### src/rtl/bit_serializer_pkg.sv
// rtl/bit_serializer_pkg.sv - shared state type, default timing and helpers for bit_serializer
package bit_serializer_pkg;

   typedef enum logic [2:0] {
      S_IDLE     = 3'd0,
      S_WAIT_RDY = 3'd1,
      S_SETUP    = 3'd2,
      S_STROBE   = 3'd3,
      S_GAP      = 3'd4
   } ser_state_t;

   localparam int DEF_DATA_WIDTH   = 8;
   localparam int DEF_SETUP_CYCLES = 10;
   localparam int DEF_HOLD_CYCLES  = 10;
   localparam int DEF_GAP_CYCLES   = 10;

   // Largest of three phase lengths; sizes the shared phase counter.
   function automatic int max3(input int a, input int b, input int c);
      int m;
      m = a;
      if (b > m) m = b;
      if (c > m) m = c;
      return m;
   endfunction

endpackage

### src/rtl/rise_detect.sv
// rtl/rise_detect.sv - single-flop rising-edge detector for a same-clock level
module rise_detect (
   input  logic clock,
   input  logic reset,
   input  logic sig_in,
   output logic rise_out
);

   logic prev_q;
   logic prev_d;

   // Next value of the delayed copy is simply the current level.
   always_comb begin
      prev_d = sig_in;
   end

   // Delayed copy of the level; cleared so a level already high after reset reads as an edge.
   always_ff @(posedge clock or posedge reset) begin
      if (reset) begin
         prev_q <= 1'b0;
      end else begin
         prev_q <= prev_d;
      end
   end

   assign rise_out = sig_in & ~prev_q;

endmodule

### src/rtl/bit_serializer.sv
// rtl/bit_serializer.sv - byte-to-serial transmitter with setup/strobe/gap bit timing (option: BIT_SERIALIZER_MSB_FIRST_EN)
module bit_serializer
   import bit_serializer_pkg::*;
#(
   parameter int DATA_WIDTH   = DEF_DATA_WIDTH,
   parameter int SETUP_CYCLES = DEF_SETUP_CYCLES,
   parameter int HOLD_CYCLES  = DEF_HOLD_CYCLES,
   parameter int GAP_CYCLES   = DEF_GAP_CYCLES
) (
   input  logic                  clock,
   input  logic                  reset,
   input  logic [DATA_WIDTH-1:0] data_in,
   input  logic                  valid_in,
   output logic                  ready_out,
   input  logic                  status_in,
   output logic                  data_out,
   output logic                  write_out,
   output logic                  busy_out,
   output logic                  done_out
);

   localparam int PH_MAX = max3(SETUP_CYCLES, HOLD_CYCLES, GAP_CYCLES);
   localparam int PH_W   = $clog2(PH_MAX + 1);
   localparam int BIT_W  = (DATA_WIDTH > 1) ? $clog2(DATA_WIDTH) : 1;

   localparam logic [PH_W-1:0]  SETUP_LOAD = PH_W'(SETUP_CYCLES - 1);
   localparam logic [PH_W-1:0]  HOLD_LOAD  = PH_W'(HOLD_CYCLES - 1);
   localparam logic [PH_W-1:0]  GAP_LOAD   = PH_W'(GAP_CYCLES - 1);
   localparam logic [BIT_W-1:0] LAST_BIT   = BIT_W'(DATA_WIDTH - 1);

   ser_state_t            state_q,     state_d;
   logic [DATA_WIDTH-1:0] shift_q,     shift_d;
   logic [BIT_W-1:0]      bit_cnt_q,   bit_cnt_d;
   logic [PH_W-1:0]       phase_q,     phase_d;
   logic                  armed_q,     armed_d;
   logic                  data_out_q,  data_out_d;
   logic                  write_out_q, write_out_d;
   logic                  done_q,      done_d;

   logic                  status_rise;
   logic                  wait_exit;
   logic [DATA_WIDTH-1:0] shift_adv;
   logic                  head_now;
   logic                  head_adv;

   rise_detect u_rise_detect (
      .clock    (clock),
      .reset    (reset),
      .sig_in   (status_in),
      .rise_out (status_rise)
   );

   // Bit order selection: the shift direction and the tapped end of the register.
   always_comb begin
`ifdef BIT_SERIALIZER_MSB_FIRST_EN
      shift_adv = {shift_q[DATA_WIDTH-2:0], 1'b0};
      head_now  = shift_q[DATA_WIDTH-1];
      head_adv  = shift_adv[DATA_WIDTH-1];
`else
      shift_adv = {1'b0, shift_q[DATA_WIDTH-1:1]};
      head_now  = shift_q[0];
      head_adv  = shift_adv[0];
`endif
   end

   // Next-state, counters and registered-output values for the transmit sequence.
   always_comb begin
      state_d     = state_q;
      shift_d     = shift_q;
      bit_cnt_d   = bit_cnt_q;
      phase_d     = phase_q;
      data_out_d  = data_out_q;
      write_out_d = 1'b0;
      done_d      = 1'b0;
      wait_exit   = 1'b0;

      case (state_q)
         S_IDLE: begin
            if (valid_in) begin
               shift_d   = data_in;
               bit_cnt_d = '0;
               state_d   = S_WAIT_RDY;
            end
         end

         S_WAIT_RDY: begin
            if (armed_q) begin
               wait_exit  = 1'b1;
               phase_d    = SETUP_LOAD;
               data_out_d = head_now;
               state_d    = S_SETUP;
            end
         end

         S_SETUP: begin
            if (phase_q == '0) begin
               phase_d     = HOLD_LOAD;
               write_out_d = 1'b1;
               state_d     = S_STROBE;
            end else begin
               phase_d = phase_q - 1'b1;
            end
         end

         S_STROBE: begin
            if (phase_q == '0) begin
               phase_d = GAP_LOAD;
               state_d = S_GAP;
            end else begin
               phase_d     = phase_q - 1'b1;
               write_out_d = 1'b1;
            end
         end

         S_GAP: begin
            if (phase_q == '0) begin
               if (bit_cnt_q < LAST_BIT) begin
                  shift_d    = shift_adv;
                  bit_cnt_d  = bit_cnt_q + 1'b1;
                  phase_d    = SETUP_LOAD;
                  data_out_d = head_adv;
                  state_d    = S_SETUP;
               end else begin
                  done_d  = 1'b1;
                  state_d = S_IDLE;
               end
            end else begin
               phase_d = phase_q - 1'b1;
            end
         end

         default: begin
            state_d = S_IDLE;
         end
      endcase

      // A fresh edge always arms, even on the cycle a previous arm is consumed.
      armed_d = status_rise | (armed_q & ~wait_exit);
   end

   // State, datapath and output registers; reset abandons any partial word at once.
   always_ff @(posedge clock or posedge reset) begin
      if (reset) begin
         state_q     <= S_IDLE;
         shift_q     <= '0;
         bit_cnt_q   <= '0;
         phase_q     <= '0;
         armed_q     <= 1'b0;
         data_out_q  <= 1'b0;
         write_out_q <= 1'b0;
         done_q      <= 1'b0;
      end else begin
         state_q     <= state_d;
         shift_q     <= shift_d;
         bit_cnt_q   <= bit_cnt_d;
         phase_q     <= phase_d;
         armed_q     <= armed_d;
         data_out_q  <= data_out_d;
         write_out_q <= write_out_d;
         done_q      <= done_d;
      end
   end

   assign ready_out = (state_q == S_IDLE);
   assign busy_out  = (state_q != S_IDLE);
   assign data_out  = data_out_q;
   assign write_out = write_out_q;
   assign done_out  = done_q;

endmodule

### config.mk
export PLATFORM = sky130hd
export DESIGN_NAME = bit_serializer
export DESIGN_NICKNAME = d
export VERILOG_FILES = /design/src/rtl/bit_serializer_pkg.sv /design/src/rtl/rise_detect.sv /design/src/rtl/bit_serializer.sv
export SDC_FILE = /design/constraint.sdc
export NUM_CORES = 1
export LEC_CHECK = 0
export ABC_AREA = 0
export CAP_MARGIN = 20
export CORE_UTILIZATION = 35
export CTS_CLUSTER_SIZE = 12
export DETAILED_ROUTE_END_ITERATION = 12
export PLACE_DENSITY = 0.59
export SLEW_MARGIN = 40
export SYNTH_ARGS = -nofsm -noshare
export SYNTH_HDL_FRONTEND = slang
export SYNTH_SLANG_ARGS = --single-unit
### constraint.sdc
create_clock -name clock -period 2.8 [get_ports clock]
set_input_delay 0.56 -clock clock [delete_from_list [all_inputs] [get_ports clock]]
set_output_delay 0.56 -clock clock [all_outputs]
set_load 0.05 [all_outputs]
-- Word level (Yosys, flattened, before mapping)
Index checks and enable logic that the tools add are counted.
W data, S select, Z words.
- add/subtract/negate cells: 2
- $mul: 0
- div/mod/pow operators: 0
- $lt $le $gt $ge: 1
- equal/unequal tests: 11
- shift-type cells: 0
- muxes and demuxes: 32
- bitwise gates (word level): 5
- reductions and logical operators: 11
- operators by type and width (cell ; count):
    $mux W3 ; 8
    $mux W8 ; 3
    $mux W4 ; 4
    $pmux W8 S2 ; 1
    $pmux W3 S5 ; 1
    $ne A2 B2 Y1 const B ; 6
    $pmux W4 S3 ; 1
    $mux W1 ; 10
    $reduce_and A4 Y1 ; 2
    $eq A3 B2 Y1 const B ; 2
    $pmux W3 S2 ; 1
    $reduce_bool A3 Y1 ; 2
    $reduce_and A5 Y1 ; 1
    $logic_not A4 Y1 ; 1
    $pmux W1 S2 ; 2
    $reduce_bool A2 Y1 ; 2
    $sub A4 B1 Y4 const B ; 1
    $add A3 B1 Y3 const B ; 1
    $eq A3 B1 Y1 const B ; 1
    $eq A3 B3 Y1 const B ; 1
    $logic_not A3 Y1 ; 1
    $lt A3 B3 Y1 const B ; 1
    $ne A3 B3 Y1 const B ; 1
    $reduce_and A3 Y1 ; 1
    5 further kinds ; 7
- bits in registers: 23
- latch bits: 0
- memory bits (writable): 0
- ROM bits: 0
- bits of input ports: 12
- output and inout port bits: 5
- logic and storage cells: 71
- memories: 0

-- Depth between registers and ports, before layout
- depth after elaboration: 5
- mapped depth: 7
- gate-level depth less buffers: 6

-- By module
A second synthesis with hierarchy kept.
- cells, all modules: 113
- area, all modules: 1184.9 µm²
- modules (own cells, without submodules) (module ; times used ; cells an instance ; area an instance (µm²) ; seq. area each (µm²)):
    bit_serializer ; 1 ; 110 ; 1142.3 ; 550.5
    rise_detect ; 1 ; 3 ; 42.5 ; 25.0

-- Worst setup path before layout
No wires, ideal clock.
- kind: register to output
- from: register state_q[1]
- to: output port ready_out
- arrival: 1.527 ns
- path slack: 0.713 ns
- cell stages (with the launch flop): 4
- cells stage by stage: dfrtp_1 buf_2 or3_1 inv_1
- cells in the longest elaborated chain, start to end: 1
- RTL lines (what ; line ; source):
    from (decl) ; bit_serializer.sv:31 ; ser_state_t state_q, state_d;
    from (signal assigned) ; bit_serializer.sv:153 ; state_q <= state_d;
    $logic_not A3 Y1 ; bit_serializer.sv:164 ; assign ready_out = (state_q == S_IDLE);
    to (decl) ; bit_serializer.sv:14 ; output logic ready_out,
Every way passes these cells.

-- Final worst setup path
Same ends and word-level chain as after synthesis.

==> flow_summary_export.csv <==
group,metric,value,unit
status,status,"finished clean",
floorplan,die_area,3560,um^2
power,power_frac_seq,47.1,%
timing,rsz0062_at_grt,"false",
detailed_routing,drt_pass1_iterations,3,
synth,yosysTopAreaCell,"dfrtp_1",
cells_and_area,multi_input_area,532,um^2
power,p_int,0.753,mW
timing,max_freq,375,MHz
setup_path,critPathKind,"reg2out",
setup_path,crit_path_end_kind,"primary output",
power,p_sw,0.510,mW
global_routing,globalRouteTotalUtil,14.3,%
setup_path,cp-start-kind,"register",
hold_path,hold_path_startpoint,"u_rise_detect.prev_q$_DFF_PP0_",
setup_path,slowest_stage,"clkdlybuf4s50_1",
setup_path,worstPathArrival,2.11,ns
power,share_comb_of_total_power,41.0,%
floorplan,start_util,37.5,%
placed_design,postPlaceCellArea,1360,um^2
setup_path,critPathRequiredTime,2.24,ns
cts,cts_tree,"built",
synth,synthesis.nets,125,
power,clock_power_share,11.9,%
floorplan,io_pins,17,
timing,period_needed,2.67,ns
timing,fin_hold_ws,0.454,ns
cts,clkSinkCount,23,
cells_and_area,final_design_area_no_fill,1390,um^2
global_routing,antenna_found_initial,0,
cts,root_buffer,"clkbuf_4",
setup_path,rrSetupSlack,1.00,ns
timing,fin_setup_tns,0,ns
timing,slew_headroom,62.4,%
timing,post-route-period-util,95.3,%
timing,setup_viol,0,
setup_path,rr_worst_depth,3,
power,power.density,908,nW/um^2
setup_path,slowest_delay,0.79,ns
timing,report.final.hold_viol_count,0,
timing,slew_viol_final,0,
cells_and_area,antenna_cells,0,
power,switching_share,40.4,%
setup_path,reg2reg_to,"bit_cnt_q[2]$_DFFE_PP0P_",
cells_and_area,nFillCells,318,
synth,avgSynthCellArea,10.5,um^2
detailed_routing,postRouteWirelength,2.07,mm
timing,skew,0.00695,ns
synth,ys_seq_area_share,49.4,%
cts,clk_path_buf_depth,2,
setup_path,crit_family,"buffers and inverters",
synth,yosysWarningCount,0,
power,vdd_drop_max,0.318,mV
cts,post-cts-setup-buffers,0,
cells_and_area,final_common_cell,"dfrtp_1",
cells_and_area,nNetsFinal,143,
hold_path,min_path_type,"reg2reg",
hold_path,min_path_cells,1,
setup_path,path_buf_inv,2,
power,power.total,1.26,mW
synth,synthesis.area,1160,um^2
cts,numCtsBuffers,3,
synth,synth_top_area_share,49.4,%
cts,htree_levels,1,
global_routing,grt_max_degree,24,
power,p_leak,0.629,nW
synth,synth_cells,111,
job,cap_violations,0,
global_routing,grt-ovfl-total,0,
detailed_routing,drtAntennaViolNets,0,
placed_design,placed_cells,168,
timing,tightestPinTransition,0.563,ns
synth,synthDistinctLibCells,34,
floorplan,die_w,59.7,um
synth,synthTopCellsByArea,"dfrtp_1 49%, mux2i_1 7.7%, nand2_1 4.8%, o21ai_1 2.6%, inv_1 2.3%",
floorplan,core-area,3100,um^2
cells_and_area,most-common-layout-cells,"23 x dfrtp_1, 16 x clkdlybuf4s50_1, 15 x nand2_1, 9 x mux2i_1, 7 x inv_1",
cts,clk-insertion-delay-late,0.30,ns
placed_design,gp_congestion,0.745,
hold_path,hold_end,"armed_q$_DFF_PP0_",
detailed_routing,viasPerCell,4.91,
setup_path,r2r-start,"state_q[1]$_DFFE_PP0P_",
global_routing,grt_pass1_wl,3.81,mm
cts,postCtsResizedCells,0,
placed_design,io_buffers,16,
detailed_routing,drt_iter0_drc,25,
floorplan,die_h,59.7,um
setup_path,path_cells,"or3_1, inv_1, clkdlybuf4s50_1",
detailed_routing,wl_per_cell,12.0,um
detailed_routing,remaining_drc_errors,0,
cts,path_clk_slew,0.13,ns
detailed_routing,vias,844,
global_routing,grt_pass1_vias,848,
synth,ys_seq_elements,23,
floorplan,num_rows,20,
cells_and_area,regArea,576,um^2
cts,ctsHoldBuffers,0,
cells_and_area,syn_to_final_growth,19.4,%
setup_path,worstPathMaxFanout,10,
cells_and_area,drive_gt1_share,11.7,%
placed_design,hpwl,1.48,mm
cells_and_area,final_cells,172,
==> worst max-delay path by stage <==
| stage | end | depth (start not counted) | start | slack [ns] |
|---|---|---|---|---|
| after floorplan | ready_out | 3 | state_q[1]$_DFFE_PP0P_ | 0.71 |
| after global placement | ready_out | 3 | state_q[1]$_DFFE_PP0P_ | 0.51 |
| after detailed placement | ready_out | 3 | state_q[1]$_DFFE_PP0P_ | 0.48 |
| after CTS | ready_out | 3 | state_q[1]$_DFFE_PP0P_ | 0.11 |
| after global routing | ready_out | 3 | state_q[1]$_DFFE_PP0P_ | 0.04 |
| final | ready_out | 3 | state_q[1]$_DFFE_PP0P_ | 0.13 |
==> stage by stage <==
step	util [%]	setup WS, ns
global placement	44.0	0.509
global route	44.8	0.0398
detailed placement	44.0	0.484
finish	44.8	0.131
CTS	44.8	0.112
floorplan	-	0.713
==> synthesized netlist by cell type (all sizes together) <==
| master | n |
|---|---|
| nand2b | 3 |
| nand4b | 1 |
| mux2i | 9 |
| a32o | 1 |
| nor4b | 1 |
| a21oi | 5 |
| o21ai | 10 |
| nand3 | 2 |
| xnor2 | 2 |
| nand2 | 15 |
| a22o | 1 |
| a21o | 2 |
| o2bb2ai | 1 |
| or2 | 1 |
| or3b | 1 |
| mux2 | 1 |
| and3 | 1 |
| nor3 | 3 |
| a31oi | 1 |
| dfrtp | 23 |
| nor2 | 5 |
| inv | 7 |
| ha | 2 |
| buf | 5 |
| or3 | 1 |
| a211oi | 1 |
| o22ai | 2 |
| nor3b | 4 |
==> worst reg2reg max path: cells and delay by family (launching register included) <==
kind               cells  cell delay, ns
DFF                    1            0.53
AOI/OAI and AO/OA      2            0.63
and+or+nand+nor        1            0.56
==> power by group through the flow <==
| stage | clock [mW] | combinational, mW | sequential, mW |
|---|---|---|---|
| 6_report | 0.150 | 0.518 | 0.595 |
| 5_1_grt | 0.179 | 0.592 | 0.615 |
| 4_1_cts | 0.160 | 0.529 | 0.592 |
| 3_5_place_dp | 0 | 0.530 | 0.599 |
| 3_3_place_gp | 0 | 0.510 | 0.589 |
| 2_1_floorplan | 0 | 0.404 | 0.587 |
==> final cells by class <==
cell class	count	area share [%]
Multi-Input combinational cell	76	38.2
Sequential cell	23	41.4
Tap cell	44	3.96
Clock inverter	1	0.360
Clock buffer	3	1.62
Inverter	7	1.89
Timing Repair Buffer	18	12.6
==> flip-flops by register name, summed over array words and instances, names as in the netlist <==
signal and cells:
shift_q 8, write_out 1, u_rise_detect.prev_q 1, data_out 1, state_q 3, phase_q 4
done_out 1, armed_q 1, bit_cnt_q 3
==> layer usage <==
metal	global-route usage [%]	share of wire, %	up-vias
met2	22.2	46	14
met3	1.95	2.9	2
li1	-	-	423
met4	7.31	1.4	0
met5	0	0	-
met1	19.4	50	405
==> cell families (layout without fill, tap and decap cells) <==
logic type | after synthesis | in the layout | share of synthesized area, %
AOI/OAI and AO/OA | 24 | 24 | 14.3
xor gates and xnor gates | 2 | 2 | 1.50
adders and majority gates | 2 | 2 | 2.15
buffers and inverters | 12 | 29 | 4.94
DFF | 23 | 23 | 49.4
muxes | 10 | 10 | 8.70
and+or+nand+nor | 38 | 38 | 19.0
Note: power is estimated with default switching activity, not from simulation.
